==> config.mk <==
export PLATFORM = sky130hd
export DESIGN_NAME = dl_decoder_pipe
export DESIGN_NICKNAME = d
export VERILOG_FILES = /design/src/rtl/dl_decoder_pipe.sv
export SDC_FILE = /design/constraint.sdc
export NUM_CORES = 1
export LEC_CHECK = 0
export CORE_MARGIN = 3
export CORE_UTILIZATION = 50
export CTS_CLUSTER_DIAMETER = 40
export CTS_CLUSTER_SIZE = 24
export DETAILED_ROUTE_END_ITERATION = 10
export PLACE_DENSITY = 0.74
export SLEW_MARGIN = 15
export SYNTH_ARGS = -nofsm -noshare
export SYNTH_HDL_FRONTEND = slang
export SYNTH_SLANG_ARGS = --single-unit
export TNS_END_PERCENT = 5
==> constraint.sdc <==
create_clock -name clk -period 1.8 [get_ports clk]
set_input_delay 0.18 -clock clk [delete_from_list [all_inputs] [get_ports clk]]
set_output_delay 0.18 -clock clk [all_outputs]
set_load 0.01 [all_outputs]
==> src/rtl/dl_decoder_pipe.sv <==
// dl_decoder_pipe
//   Registered index decoder with valid/ready handshakes on both sides.
//   A two-entry store (output register O plus skid register S) gives one
//   transfer per cycle with fully registered outputs and an in_ready that
//   depends only on registered state.
//
//   Configuration macro: DL_DECODER_PIPE_THERMO_EN
//     defined     : in_mode selects one-hot (0) or thermometer (1) decode
//     not defined : in_mode is ignored, every decode is one-hot
//
// Ports
//   clk        sole clock, rising edge
//   rst_n      asynchronous active-low reset
//   in_valid   index presented
//   in_ready   block can accept (skid entry empty)
//   in         index to decode, $clog2(OUTPUT_WIDTH) bits
//   in_mode    0 = one-hot, 1 = thermometer
//   out_valid  decoded word available
//   out_ready  consumer accepts
//   out        decoded word, OUTPUT_WIDTH bits
//   out_err    index was >= OUTPUT_WIDTH (word forced to zero)
module dl_decoder_pipe #(
   parameter int unsigned OUTPUT_WIDTH = 32
) (
   input  logic                            clk,
   input  logic                            rst_n,
   input  logic                            in_valid,
   output logic                            in_ready,
   input  logic [$clog2(OUTPUT_WIDTH)-1:0] in,
   input  logic                            in_mode,
   output logic                            out_valid,
   input  logic                            out_ready,
   output logic [OUTPUT_WIDTH-1:0]         out,
   output logic                            out_err
);

   localparam int unsigned INPUT_WIDTH = $clog2(OUTPUT_WIDTH);

   logic [31:0]             in_ext;
   logic [OUTPUT_WIDTH-1:0] dec_word;
   logic                    dec_err;

   logic [OUTPUT_WIDTH-1:0] o_word;
   logic                    o_err;
   logic                    o_valid;
   logic [OUTPUT_WIDTH-1:0] s_word;
   logic                    s_err;
   logic                    s_valid;

   logic                    in_xfer;
   logic                    o_load;

   assign in_ext = 32'(in);

`ifndef DL_DECODER_PIPE_THERMO_EN
   logic mode_unused;
   assign mode_unused = in_mode;
`endif

   // Decode is applied at accept time; out-of-range indices give a zero word.
   always_comb begin
      dec_word = '0;
      dec_err  = 1'b0;
      if (in_ext >= OUTPUT_WIDTH) begin
         dec_err = 1'b1;
      end else begin
         for (int unsigned i = 0; i < OUTPUT_WIDTH; i++) begin
`ifdef DL_DECODER_PIPE_THERMO_EN
            if (in_mode) begin
               dec_word[i] = (i <= in_ext);
            end else begin
               dec_word[i] = (i == in_ext);
            end
`else
            dec_word[i] = (i == in_ext);
`endif
         end
      end
   end

   assign in_ready = !s_valid;
   assign in_xfer  = in_valid && in_ready;
   assign o_load   = !o_valid || out_ready;

   // S only fills while O is stalled, so S.valid implies O.valid and an
   // input transfer can never coincide with S draining into O.
   always_ff @(posedge clk or negedge rst_n) begin
      if (!rst_n) begin
         o_word  <= '0;
         o_err   <= 1'b0;
         o_valid <= 1'b0;
         s_word  <= '0;
         s_err   <= 1'b0;
         s_valid <= 1'b0;
      end else if (o_load) begin
         if (s_valid) begin
            o_word  <= s_word;
            o_err   <= s_err;
            o_valid <= 1'b1;
            s_valid <= 1'b0;
         end else if (in_xfer) begin
            o_word  <= dec_word;
            o_err   <= dec_err;
            o_valid <= 1'b1;
         end else begin
            o_valid <= 1'b0;
         end
      end else if (in_xfer) begin
         s_word  <= dec_word;
         s_err   <= dec_err;
         s_valid <= 1'b1;
      end
   end

   assign out       = o_word;
   assign out_err   = o_err;
   assign out_valid = o_valid;

endmodule

==> impl_metrics.toml, run 1 <==
[synth]
synthAdderAreaFrac_pct = 0
synth_compound_area_share_pct = 26.9
synth_edf_count = 0
synthMuxAreaShare_pct = 0
synthesis.nets = 328
ys_ff_latch = 66
ys.flop_type = "dfrtp_1"
synth_warnings = 0
synth.distinct_cells = 23
synth_top_family_by_area = "compound AO/OA/AOI/OAI gates"
synth_simple_gate_area_share_pct = 13.8
synth_xor_area_share_pct = 0
synth-seq-area-share_pct = 53.4
syn_avg_cell_area_sq_um = 9.73
synthesis.area_sq_um = 3100
async_reset_ff_share_pct = 100
syn_inst = 318

[sta]
fin_skew_ns = 0.00935
finalHoldViolCount = 0
finalCritPeriodShare_pct = 92.2
drv_slew = 0
tns_ns = 0
min_period_ns = 1.66
rsz0062_at_grt = "false"
finalSetupViolCount = 0
fmaxAchievable_ghz = 0.602
whs_ns = 0.380

[drt]
drt-initial-drc-count = 205
num_vias = 2418
post_drt_wl_per_cell_um = 15.7
dr.pass1.iters = 4
drc_errors = 0
drt_wl_total_um = 6860
ant_nets = 0
vias_per_cell = 5.52

[floorplan]
die_h_um = 84.7
dieArea_sq_um = 7170
initial_core_util_pct = 52.0
num_rows = 28
io_pins = 45
core_region_area_sq_um = 5960
die_w_um = 84.7

[cells_and_area]
nNetsFinal = 368
antenna_cells = 0
most-common-layout-cells = "65 x nand2_1, 65 x dfrtp_1, 41 x clkdlybuf4s50_1, 34 x a21oi_1"
drive_gt1_share_pct = 20.9
syn_to_final_growth_pct = 23.9
fillers = 501

[global_route]
overflow = 0
grt_antenna_before_repair = 0
grt_start_max_net_pins = 67
grt_usage_pct = 21.0
grt_pass1_wl_um = 11800
grt_pass1_vias = 2364

[setup_path]
critPathTopFamily = "buffers and inverters"
path_buf_inv = 2
cp-end-kind = "output port"
critPathSlowestCell = "clkdlybuf4s50_1"
cp_num_cells = 2
worstReg2RegEnd = "out[1]"
r2r_slack_ns = 0.38
path_cells = "inv_1 > clkdlybuf4s50_1"
crit_fanout = 15
rr_startpoint = "s_valid"
criticalPathCategory = "reg -> out"
slowest_delay_ns = 0.53
crit_arrival_ns = 1.48
critPathLaunchType = "register"
required_ns = 1.62
reg2reg_depth = 4

[clock_network]
clockBufferDepth = 2
cts_buffers = 9
clkTransAtPathRegs_ns = 0.06
clock_sinks = 66
postCtsSetupBuffers = 0
cts_root_buf = "clkbuf_8"
cts_tree = "built"
htree_levels = 3
clkLatencyLatePin_ns = 0.35

[power_and_ir_drop]
ir_drop_v = 0.000531
p_leak_uw = 0.00154
cellPowerDensity_nw_per_um2 = 969

[place]
gp_congestion = 0.797
io_buffers = 42
dp_hpwl_um = 4550

[status]
status = "complete, no violations"

[worst_hold_path]
hold_class = "in -> async"

[flow_run]
max-cap-violations = 0
[final cells by class]
| type | instances | area [sq um] | area share, % |
|---|---|---|---|
| clock buffer | 11 | 141 | 3.69 |
| clock inverter | 5 | 53.8 | 1.40 |
| inverter | 1 | 3.75 | 0.0978 |
| multi-input combinational | 216 | 1270 | 33.1 |
| sequential | 66 | 1650 | 43.1 |
| tap | 75 | 93.8 | 2.45 |
| timing repair buffer | 64 | 621 | 16.2 |
[synthesized netlist by cell type (2+ instances only)]
| cell type | instances | area, sq um |
|---|---|---|
| buf_6 | 4 | 45.0 |
| buf_2 | 8 | 40.0 |
| and3b_1 | 4 | 35.0 |
| o21ai_0 | 32 | 160 |
| nor2b_1 | 2 | 12.5 |
| a22oi_1 | 32 | 240 |
| a21oi_1 | 34 | 170 |
| nor2_1 | 3 | 11.3 |
| dfrtp_1 | 66 | 1650 |
| and2_1 | 2 | 12.5 |
| a21oi_2 | 30 | 263 |
| nand2_1 | 65 | 244 |
| nor3b_2 | 5 | 62.6 |
| nor3_2 | 2 | 20.0 |
| clkbuf_1 | 21 | 78.8 |
[stage by stage]
| stage | util [%] | setup slack, ns | cell area (sq um) | power (uW) | cells |
|---|---|---|---|---|---|
| 4_1_cts | 64.4 | 0.00915 | 3830 | 3740 | 438 |
| 5_1_grt | 64.4 | 0.0733 | 3840 | 3910 | 438 |
| 2_1_floorplan | - | 0.520 | 3100 | 2130 | 318 |
| 3_5_place_dp | 60.9 | 0.138 | 3630 | 2530 | 421 |
| 3_3_place_gp | 60.9 | 0.180 | 3630 | 2510 | 421 |
| 6_report | 64.4 | 0.140 | 3840 | 3720 | 438 |
[worst min-delay path, stage by stage]
cell	delay [ns]
dlygate4sd3_1	0.51
buf_2	0.12
buf_12	0.30
[state kept, by name, indices dropped and copies added, names as in the netlist]
| signal | flops |
|---|---|
| s_valid | 1 |
| out_valid | 1 |
| s_word | 32 |
| out | 32 |
[logic make-up (layout without fill, tap and decap cells)]
family	Yosys count	count (layout)
simple gates	87	87
other cells	1	1
compound gates	128	128
flops	66	66
buf+inv	36	81
[worst max path at each step]
stage | to | from
after CTS | in_ready | s_valid
after floorplan | out[0] | s_valid
final | in_ready | s_valid
after global placement | out[15] | in[2]
after detailed placement | out[15] | in[2]
after global routing | in_ready | s_valid
[power by group]
group	internal (uW)	switching, uW
Sequential	1630	88.0
Clock	672	548
Combinational	383	398
Total	2680	1030
[per-layer routing]
layer / share of wire, % / GRT usage (%) / up-vias
li1: - / - / 1182
met1: 45 / 28.5 / 1163
met2: 47 / 32.2 / 65
met3: 6.1 / 6.28 / 8
met4: 1.3 / 7.05 / 0
met5: 0 / 0 / -
[repair_timing]
item,in CTS,in global routing
resized for setup,0,1
hold buffers,1,0
setup endpoints to repair,0,1
hold endpoints to repair,66,0
Power figures use the tool's default switching activity.
==> run 2, diff against run 1 <==
--- a/config.mk
+++ b/config.mk
@@ -6,11 +6,11 @@
 export NUM_CORES = 1
 export LEC_CHECK = 0
 export CORE_MARGIN = 3
-export CORE_UTILIZATION = 50
+export CORE_UTILIZATION = 42
 export CTS_CLUSTER_DIAMETER = 40
 export CTS_CLUSTER_SIZE = 24
 export DETAILED_ROUTE_END_ITERATION = 10
-export PLACE_DENSITY = 0.74
+export PLACE_DENSITY = 0.64
 export SLEW_MARGIN = 15
 export SYNTH_ARGS = -nofsm -noshare
 export SYNTH_HDL_FRONTEND = slang
==> impl_metrics.toml, run 2 (synthesis gave the netlist of run 1 again) <==
[status]
status = "complete, no violations"

[setup_path]
reg2reg_depth = 4
worstReg2RegEnd = "out[26]"
required_ns = 1.62
r2r_slack_ns = 0.41
crit_end = "in_ready"
cp-end-kind = "output port"
rr_startpoint = "s_valid"
critPathLaunchType = "register"
cp-startpoint = "s_valid"
crit_arrival_ns = 1.47
criticalPathCategory = "reg -> out"
crit_fanout = 14

[clock_network]
cts_tree = "built"
cts_root_buf = "clkbuf_8"
clock_sinks = 66
clockBufferDepth = 2
clkLatencyLatePin_ns = 0.35
cts_buffers = 9
htree_levels = 3
clkTransAtPathRegs_ns = 0.07

[floorplan]
io_pins = 45
die_h_um = 91.9
core_region_area_sq_um = 6980
num_rows = 30
initial_core_util_pct = 44.3
die_w_um = 91.9
dieArea_sq_um = 8440

[drt]
vias_per_cell = 5.26
drt_wl_total_um = 7030
drc_errors = 0
dr.pass1.iters = 4
num_vias = 2411
ant_nets = 0
post_drt_wl_per_cell_um = 15.4
drt-initial-drc-count = 117

[sta]
tns_ns = 0
finalHoldViolCount = 0
finalSetupViolCount = 0
finalCritPeriodShare_pct = 91.5
min_period_ns = 1.65
drv_slew = 0
rsz0062_at_grt = "false"
fmaxAchievable_ghz = 0.607
fin_skew_ns = 0.00417

[global_route]
grt_start_max_net_pins = 65
grt_antenna_before_repair = 0
grt_pass1_vias = 2285
grt_usage_pct = 17.9
overflow = 0
grt_pass1_wl_um = 11700

[power_and_ir_drop]
intPower_uw = 2570
cellPowerDensity_nw_per_um2 = 941
p_leak_uw = 0.00152
ir_drop_v = 0.000374
switchingPower_uw = 1040
pwr-share-seq_pct = 47.4
swShare_pct = 28.8
p_clk_share_pct = 30.9
p_comb_share_pct = 21.7

[cells_and_area]
drive_gt1_share_pct = 20.7
most-common-layout-cells = "65 x nand2_1, 65 x dfrtp_1, 41 x clkdlybuf4s50_1, 34 x a21oi_1"
antenna_cells = 0
fillers = 658
nNetsFinal = 368
final_area_sq_um = 3840
syn_to_final_growth_pct = 24.0

[place]
dpl-instance-area_sq_um = 3660
dp_hpwl_um = 4540
gp_congestion = 0.718
io_buffers = 42

[flow_run]
max-cap-violations = 0

[worst_hold_path]
hold_class = "in -> async"
run 2: through the flow:
stage	std cells	hold slack (ns)	util (%)	setup slack (ns)	power [uW]
3_3_place_gp	442	0.171	52.4	0.183	2510
3_5_place_dp	442	0.172	52.4	0.169	2530
5_1_grt	458	0.374	55.0	0.0834	3780
6_report	458	0.337	55.0	0.153	3610
4_1_cts	458	0.350	54.9	0.0275	3640
2_1_floorplan	318	-0.116	-	0.520	2130
run 2: critical path, stage by stage (launching register included):
cell             delay [ns]
dfrtp_2                0.51
inv_1                  0.08
clkdlybuf4s50_1        0.53
run 2: area by class of cell:
type / instances / area [sq um] / share of cell area (%)
Timing Repair Buffer: 64 / 621 / 16.2
Clock inverter: 3 / 15.0 / 0.391
Multi-Input combinational cell: 216 / 1270 / 33.1
Tap cell: 96 / 120 / 3.13
Inverter: 1 / 3.75 / 0.0978
Sequential cell: 66 / 1650 / 43.1
Clock buffer: 12 / 155 / 4.04
run 2: what timing repair did:
item                       CTS  global route
setup endpoints to repair    0             1
setup buffers                0             0
hold endpoints to repair    19             0
resized for setup            0             1
hold buffers                 1             0
run 2: worst min-delay path by stage:
| stage | cells after the start | slack, ns | to |
|---|---|---|---|
| 5_1_grt | 2 | 0.37 | s_valid |
| 4_1_cts | 2 | 0.35 | out_valid |
| 3_3_place_gp | 1 | 0.17 | out_valid |
| 2_1_floorplan | 0 | -0.12 | out[0] |
| 3_5_place_dp | 1 | 0.17 | out_valid |
| 6_report | 2 | 0.34 | out_valid |
run 2: per-layer routing:
layer	vias up	track usage, %	part of all wire, %
met5	-	0	0
met4	0	7.80	1.8
met3	12	3.94	5.4
met2	58	26.3	45
met1	1158	25.5	47
li1	1183	-	-
run 2: power groups by stage:
stage	Sequential (uW)	Combinational, uW	Clock, uW
after detailed placement	1740	790	0
final	1710	782	1120
after CTS	1710	792	1130
after global placement	1730	781	0
after floorplan	1780	351	0
after global routing	1730	851	1200
==> run 3, diff against run 2 <==
--- a/config.mk
+++ b/config.mk
@@ -5,6 +5,7 @@
 export SDC_FILE = /design/constraint.sdc
 export NUM_CORES = 1
 export LEC_CHECK = 0
+export CAP_MARGIN = 10
 export CORE_MARGIN = 3
 export CORE_UTILIZATION = 42
 export CTS_CLUSTER_DIAMETER = 40
==> results of run 3 <==
Final layout, timing and power as in run 2 (identical DEF).
